===== src/rtl/time_set_ctrl.sv =====
// time_set_ctrl
// ------------------------------------------------------------------
// Edit controller for the calendar/time counter. On a mode press in
// RUN it snapshots the live time into shadow registers, then walks the
// user through year, month, day, week, hour, minute and second. Each
// field is adjusted with inc/dec presses. Every field wraps at both
// ends, and the day limit follows the calendar. After the second field,
// a final mode press emits a one-cycle load so the counter takes the
// shadow values.
//
// Optional feature macro: TIME_SET_TIMEOUT_EN. When it is defined, an
// edit is abandoned after TIMEOUT_CYCLES cycles with no button press.
// The state returns to RUN, no load is issued and the shadow values are
// left as they are.
//
// Ports
//   clk, rst                 clock, asynchronous active-high reset
//   btn_mode/inc/dec         one-cycle debounced button pulses
//   cur_*                    live time-counter values
//   set_*                    shadow (edited) values
//   load                     one-cycle pulse: the counter copies set_*
//   run_en                   high while the counter may advance
//   field                    selected field (0 none, 1..7 year..second)
//
// Handshake: the buttons are fire-and-forget pulses with no ready. In
// a single cycle mode beats inc, and inc beats dec. The lower-priority
// pulse is dropped. load is a pulse with no acknowledge.
module time_set_ctrl #(
  parameter int unsigned TIMEOUT_CYCLES = 30_000_000
) (
  input  logic        clk,
  input  logic        rst,
  input  logic        btn_mode,
  input  logic        btn_inc,
  input  logic        btn_dec,
  input  logic [15:0] cur_year,
  input  logic [5:0]  cur_month,
  input  logic [10:0] cur_day,
  input  logic [10:0] cur_hour,
  input  logic [10:0] cur_minute,
  input  logic [10:0] cur_second,
  input  logic [10:0] cur_week,
  output logic [15:0] set_year,
  output logic [5:0]  set_month,
  output logic [10:0] set_day,
  output logic [10:0] set_hour,
  output logic [10:0] set_minute,
  output logic [10:0] set_second,
  output logic [10:0] set_week,
  output logic        load,
  output logic        run_en,
  output logic [2:0]  field
);

  typedef enum logic [3:0] {
    RUN    = 4'd0,
    EYEAR  = 4'd1,
    EMONTH = 4'd2,
    EDAY   = 4'd3,
    EWEEK  = 4'd4,
    EHOUR  = 4'd5,
    EMIN   = 4'd6,
    ESEC   = 4'd7,
    COMMIT = 4'd8
  } state_e;

  state_e      state_q, state_d;
  logic [15:0] year_q, year_d;
  logic [5:0]  month_q, month_d;
  logic [10:0] day_q, day_d, hour_q, hour_d, min_q, min_d;
  logic [10:0] sec_q, sec_d, week_q, week_d;
  logic        is_edit;

  // Days in a month. A month value that is out of range cannot come
  // from editing, so it gets the widest limit (31).
  function automatic logic [10:0] mdays(input logic [15:0] y, input logic [5:0] m);
    logic leap;
    leap = (y % 16'd4 == 16'd0) && ((y % 16'd100 != 16'd0) || (y % 16'd400 == 16'd0));
    case (m)
      6'd4, 6'd6, 6'd9, 6'd11: mdays = 11'd30;
      6'd2:                    mdays = leap ? 11'd29 : 11'd28;
      default:                 mdays = 11'd31;
    endcase
  endfunction

  // Wrap-around step. A value outside [lo,hi] (for example a raw value
  // captured from the counter) snaps to lo on the first press.
  function automatic logic [15:0] adj(input logic [15:0] v, input logic [15:0] lo,
                                      input logic [15:0] hi, input logic up);
    if (v < lo || v > hi) adj = lo;
    else if (up)          adj = (v == hi) ? lo : v + 16'd1;
    else                  adj = (v == lo) ? hi : v - 16'd1;
  endfunction

  function automatic logic [10:0] min11(input logic [10:0] a, input logic [10:0] b);
    min11 = (a < b) ? a : b;
  endfunction

  assign is_edit = (state_q != RUN) && (state_q != COMMIT);

`ifdef TIME_SET_TIMEOUT_EN
  logic [31:0] to_cnt_q;
  logic        to_hit;
  assign to_hit = (to_cnt_q == TIMEOUT_CYCLES - 32'd1);

  always_ff @(posedge clk or posedge rst) begin
    if (rst)                                    to_cnt_q <= 32'd0;
    else if (!is_edit)                          to_cnt_q <= 32'd0;
    else if (btn_mode || btn_inc || btn_dec || to_hit) to_cnt_q <= 32'd0;
    else                                        to_cnt_q <= to_cnt_q + 32'd1;
  end
`else
  logic to_hit;
  logic unused_timeout;
  assign to_hit         = 1'b0;
  assign unused_timeout = ^TIMEOUT_CYCLES;
`endif

  always_comb begin
    logic [15:0] tmp;
    logic        up;
    state_d = state_q;
    year_d  = year_q;
    month_d = month_q;
    day_d   = day_q;
    hour_d  = hour_q;
    min_d   = min_q;
    sec_d   = sec_q;
    week_d  = week_q;
    tmp     = 16'd0;
    up      = btn_inc;
    case (state_q)
      RUN: begin
        if (btn_mode) begin
          year_d  = cur_year;
          month_d = cur_month;
          day_d   = cur_day;
          hour_d  = cur_hour;
          min_d   = cur_minute;
          sec_d   = cur_second;
          week_d  = cur_week;
          state_d = EYEAR;
        end
      end
      COMMIT: state_d = RUN;
      default: begin
        // A button press in the same cycle keeps the edit alive.
        if (to_hit && !(btn_mode || btn_inc || btn_dec)) begin
          state_d = RUN;
        end else if (btn_mode) begin
          state_d = state_e'(state_q + 4'd1);
        end else if (btn_inc || btn_dec) begin
          case (state_q)
            EYEAR: begin
              year_d = adj(year_q, 16'd2000, 16'd2099, up);
              day_d  = min11(day_q, mdays(year_d, month_q));
            end
            EMONTH: begin
              tmp     = adj({10'd0, month_q}, 16'd1, 16'd12, up);
              month_d = tmp[5:0];
              day_d   = min11(day_q, mdays(year_q, month_d));
            end
            EDAY: begin
              tmp   = adj({5'd0, day_q}, 16'd1, {5'd0, mdays(year_q, month_q)}, up);
              day_d = tmp[10:0];
            end
            EWEEK: begin
              tmp    = adj({5'd0, week_q}, 16'd1, 16'd7, up);
              week_d = tmp[10:0];
            end
            EHOUR: begin
              tmp    = adj({5'd0, hour_q}, 16'd0, 16'd23, up);
              hour_d = tmp[10:0];
            end
            EMIN: begin
              tmp   = adj({5'd0, min_q}, 16'd0, 16'd59, up);
              min_d = tmp[10:0];
            end
            default: begin
              tmp   = adj({5'd0, sec_q}, 16'd0, 16'd59, up);
              sec_d = tmp[10:0];
            end
          endcase
        end
      end
    endcase
  end

  always_ff @(posedge clk or posedge rst) begin
    if (rst) begin
      state_q <= RUN;
      year_q  <= 16'd2023;
      month_q <= 6'd5;
      day_q   <= 11'd9;
      week_q  <= 11'd2;
      hour_q  <= 11'd0;
      min_q   <= 11'd0;
      sec_q   <= 11'd0;
    end else begin
      state_q <= state_d;
      year_q  <= year_d;
      month_q <= month_d;
      day_q   <= day_d;
      week_q  <= week_d;
      hour_q  <= hour_d;
      min_q   <= min_d;
      sec_q   <= sec_d;
    end
  end

  assign set_year   = year_q;
  assign set_month  = month_q;
  assign set_day    = day_q;
  assign set_hour   = hour_q;
  assign set_minute = min_q;
  assign set_second = sec_q;
  assign set_week   = week_q;
  assign load       = (state_q == COMMIT);
  assign run_en     = (state_q == RUN);
  assign field      = is_edit ? state_q[2:0] : 3'd0;

endmodule


===== config.mk =====
export PLATFORM = sky130hd
export DESIGN_NAME = time_set_ctrl
export DESIGN_NICKNAME = d
export VERILOG_FILES = /design/src/rtl/time_set_ctrl.sv
export SDC_FILE = /design/constraint.sdc
export NUM_CORES = 1
export LEC_CHECK = 0
export ABC_AREA = 1
export ABC_CLOCK_PERIOD_IN_PS = 7050
export BUFFER_PORTS_ARGS = -buffer_cell sky130_fd_sc_hd__buf_2
export CAP_MARGIN = 20
export CELL_PAD_IN_SITES_DETAIL_PLACEMENT = 0
export CELL_PAD_IN_SITES_GLOBAL_PLACEMENT = 2
export CORE_MARGIN = 1.5
export CORE_UTILIZATION = 31
export DETAILED_ROUTE_END_ITERATION = 12
export HOLD_SLACK_MARGIN = 0.1
export PLACE_DENSITY_LB_ADDON = 0.1
export SETUP_SLACK_MARGIN = 0.05
export SLEW_MARGIN = 30
export SYNTH_ARGS = -nofsm -noshare
export SYNTH_HDL_FRONTEND = slang
export SYNTH_SLANG_ARGS = --single-unit

===== constraint.sdc =====
create_clock -name clk -period 7.05 [get_ports clk]
set_clock_uncertainty 0.1 [all_clocks]
set_input_delay 0.3525 -clock clk [delete_from_list [all_inputs] [get_ports clk]]
set_output_delay 0.3525 -clock clk [all_outputs]
set_load 0.05 [all_outputs]

==> results list <==
- Run status: completed
* Synthesis-to-finish area growth: 25.1%
- Wires add up to 28400 um.
* Via-to-Cell Ratio: 4.90
- For the worst flop-to-flop path, the logic depth is 63.
- For this run the aggregate overflow at the end of global routing stands at 0.
- Count of routing violations after the opening detailed-route iteration: 514
* Flip-flop and latch count after synthesis: 81
- Detailed-routing iteration count for the pre-antenna-repair pass: 5
- By instance count, the cell type seen most on the critical path is sky130_fd_sc_hd__nand2_4.
- CTS tree: built
- Top Layer Used: met5
- Via count of the routed design: 9054
- Average wire per cell in the routed design: 15.4 um
- Unrepaired setup endpoints after global routing: true
- Simple-gate share of the synthesized area: 35.8%
- Among all stages on the critical path, the largest delay is contributed by sky130_fd_sc_hd__dfrtp_2.
- Max-slew violations: 0
- Summing the areas of all compound-gate instances in the mapped netlist gives 18.3% of the synthesized area.
- Clock tree synthesis found a total of 81 sinks.
* Most frequently used flop master after synthesis: sky130_fd_sc_hd__dfrtp_1
* Layout cells sized above 1: 28.7%
- Sequential Area: 2050 um2
- Clock root buffer: sky130_fd_sc_hd__clkbuf_16
* Max Fclk: 0.147 GHz
- By area the synthesized netlist is led by sky130_fd_sc_hd__dfrtp_1, sky130_fd_sc_hd__nand2_1, sky130_fd_sc_hd__inv_1.
- Final ANT Viol Nets: 0
- In this run the worst setup path begins at set_year[12].
- Synthesized netlist cell count: 1292
- Portion of netlist area occupied by mux cells: 0%
- Measured against its own limit, the worst slew margin works out to 42.1%.
* Maximum number of pins on one net before global-route repair: 72
- Area of the core region: 27100 um2
- HPWL after DPL: 21100 um
* Std-Cell Rows: 60
- Summed over all nets, wire length on met2 after detailed routing comes to 13700 um.
- The worst setup path is launched from a flop.
- First-pass GRT wire length: 44600 um
- After synthesis, the largest family of logic cells by area is simple AND/OR/NAND/NOR gates.
- Data on the critical path is required at its endpoint by 7190 ps.
- The setup check on the worst reg-to-reg path leaves a slack of 270 ps.
- The number of hold violations in the final report came to 0.
- Kind of cell adding the most delay to the critical path: simple AND/OR/NAND/NOR gates
* I/O pin count: 164
- Summing the areas of all fa, ha and maj instances in the mapped netlist gives 4.21% of the synthesized area.
* Highest net fanout along the worst path: 7
- Critical register-to-register path endpoint: set_day[1]
* Clock-pin slew reported for the worst setup and hold paths after clock tree synthesis: 70 ps
* Startpoint of the worst-slack reg-to-reg timing path: set_year[12]
* Final-stage net count: 1581
- Clock buffer count from CTS: 9
- Synthesized netlist net count: 1403
- CTS built an H-tree with a depth of 3.
- Length of routed met3 wiring: 1180 um
- After detailed routing, the number of remaining DRC violations is 0.
- Count of fill cells added during filler insertion: 2916
- The later pin in the worst-skew pair is clocked with a latency of 360 ps.
- CP endpoint: set_day[1]
- Number of flops mapped to enable cells by yosys: 0
* Biggest area consumer among synthesized cells: sky130_fd_sc_hd__dfrtp_1
- Count of distinct cell types in the synthesized netlist: 60
- Of the total synthesized cell area, the portion taken by XOR and XNOR cells is 6.60%.
* Maximum capacitance violations: 0
- Hold WS: 122 ps
* Syn. warnings: 0
- The detailed router put a total of 13100 um of wire on met1.
* Hold crit path type: input port to flop
- Asr flop ratio synth: 100%
- IO buf count: 163
- The number of antenna violations at the first check in global routing is 4.
- Path length in cells of the critical path: 63
- Max stage delay on crit path: 420 ps
- Together, buffers and inverters on the worst path number 4.
* Slew @ Worst Pin: 869 ps
- The worst setup path is captured at a flop.
* Per-instance average area after synthesis: 6.67 um2
- Critical path arrival: 6920 ps
* GRT Util Overall: 19.4%
- For this configuration, the core starts out at a cell density of 31.8%.
- Maximum clock insertion buffer count: 2
- Area of the multi-input gates: 6080 um2
* Height of the die: 170 um
- Portion of synthesized cell area occupied by the leading cell type: 19.4%
- Proportion of synthesized chip area in sequential cells: 23.7%
- Netlist Area Pre-Place: 8620 um2
- The critical path is of the flop to flop type.
- Die Width: 170 um
- The congestion estimate from routability-driven global placement came to 0.862.
* Most frequent cells after synthesis: sky130_fd_sc_hd__nand2_1, sky130_fd_sc_hd__inv_1, sky130_fd_sc_hd__nor2_1, sky130_fd_sc_hd__o21ai_0, sky130_fd_sc_hd__nand3_1
- The smallest clock period supported by the final layout is computed as 6780 ps.
- In the post-synthesis netlist, the cell with the most instances is sky130_fd_sc_hd__nand2_1.
- In the finished design, the share of the clock period the worst path needs comes to 96.2%.
- The die covers 28800 um2.
* Final count of negative-setup-slack endpoints: 0
* Vias in the first global route: 8494
==> worst min path at each step <==
stage                 start            end  depth (start not counted)
6_report        cur_week[9]    set_week[9]                          3
5_1_grt        cur_year[15]   set_year[15]                          3
2_1_floorplan   cur_year[7]    set_year[7]                          2
3_3_place_gp            rst  set_minute[1]                          2
3_5_place_dp            rst  set_minute[1]                          2
4_1_cts         cur_week[9]    set_week[9]                          3
==> metrics by stage <==
| step | util (%) | setup TNS, ps | worst slack (ps) | cell area [um2] | instances |
|---|---|---|---|---|---|
| final | 39.8 | 0 | 267 | 10800 | 1849 |
| after global placement | 36.0 | 0 | 56.5 | 9760 | 1801 |
| after floorplan | - | 0 | 515 | 8620 | 1292 |
| after global routing | 39.8 | -2700 | -349 | 10800 | 1847 |
| after detailed placement | 36.1 | -209 | -67.0 | 9770 | 1801 |
| after CTS | 37.5 | 0 | 54.9 | 10200 | 1821 |
==> layout by cell type (no fill, tap or decap), types with 4 or more instances in the layout <==
master / n
sky130_fd_sc_hd__nand3_1: 80
sky130_fd_sc_hd__buf_2: 163
sky130_fd_sc_hd__buf_4: 47
sky130_fd_sc_hd__inv_1: 160
sky130_fd_sc_hd__nand2_2: 44
sky130_fd_sc_hd__nor2_1: 123
sky130_fd_sc_hd__clkbuf_16: 9
sky130_fd_sc_hd__nand4_1: 23
sky130_fd_sc_hd__inv_2: 17
sky130_fd_sc_hd__a21oi_1: 52
sky130_fd_sc_hd__nand3_2: 11
sky130_fd_sc_hd__nor2_2: 6
sky130_fd_sc_hd__nor4_1: 6
sky130_fd_sc_hd__a22oi_1: 15
sky130_fd_sc_hd__nor2_4: 6
sky130_fd_sc_hd__nand2_1: 232
sky130_fd_sc_hd__dfrtp_2: 4
sky130_fd_sc_hd__o21ai_1: 6
sky130_fd_sc_hd__o22ai_1: 17
sky130_fd_sc_hd__a31oi_1: 16
sky130_fd_sc_hd__nand2_4: 36
sky130_fd_sc_hd__xnor2_1: 10
sky130_fd_sc_hd__o31ai_1: 4
sky130_fd_sc_hd__o21ai_0: 89
sky130_fd_sc_hd__nand3_4: 13
sky130_fd_sc_hd__o21ai_2: 15
sky130_fd_sc_hd__ha_1: 28
sky130_fd_sc_hd__nor3_1: 33
sky130_fd_sc_hd__o211ai_1: 17
sky130_fd_sc_hd__dfrtp_1: 63
sky130_fd_sc_hd__dfstp_2: 14
sky130_fd_sc_hd__xor2_1: 48
==> area by class of cell <==
| cell class | instances | area share (%) |
|---|---|---|
| Sequential cell | 81 | 19.0 |
| Timing Repair Buffer | 212 | 11.0 |
| Clock inverter | 5 | 0.580 |
| Multi-Input combinational cell | 984 | 56.3 |
| Clock buffer | 11 | 2.34 |
| Tap cell | 372 | 4.31 |
| Antenna cell | 2 | 0.0464 |
| Inverter | 182 | 6.37 |
==> flip-flops by register name, summed over array words and instances, names as in the netlist <==
| signal | count |
|---|---|
| set_year | 16 |
| set_day | 11 |
| set_hour | 11 |
| set_minute | 11 |
| set_second | 11 |
| set_week | 11 |
| set_month | 6 |
| state_q | 4 |
==> metal layers <==
| layer | vias to the layer above | global-route usage, % |
|---|---|---|
| li1 | 4657 | - |
| met4 | 4 | 4.42 |
| met2 | 177 | 33.4 |
| met1 | 4188 | 25.1 |
| met3 | 28 | 3.38 |
| met5 | - | 0 |
==> kinds of logic (layout without fill, tap and decap cells) <==
family / after synthesis / in the layout
AO/OA/AOI/OAI: 260 / 260
XOR/XNOR: 62 / 62
adder cells (fa/ha/maj): 29 / 29
buffers and inverters: 227 / 410
flip-flops: 81 / 81
other: 0 / 2
AND/OR/NAND/NOR: 633 / 633
==> what timing repair did <==
| item | in CTS | in global routing |
|---|---|---|
| hold endpoints to repair | 22 | 0 |
| pin swaps | 4 | 42 |
| buffers inserted | 3 | 26 |
| hold buffers | 1 | 0 |
| setup endpoints to repair | 4 | 11 |
| resized for setup | 10 | 103 |
==> worst register-to-register path: cells and delay by family (launching register included) <==
kind,cells,cell delay [ps]
DFF,1,420
and+or+nand+nor,54,5030
AOI/OAI and AO/OA,4,580
adders and majority gates,1,260
buffers and inverters,4,320
Power is not shown: default switching activity piles up to over one toggle a cycle in this logic, so the estimate is an artifact.
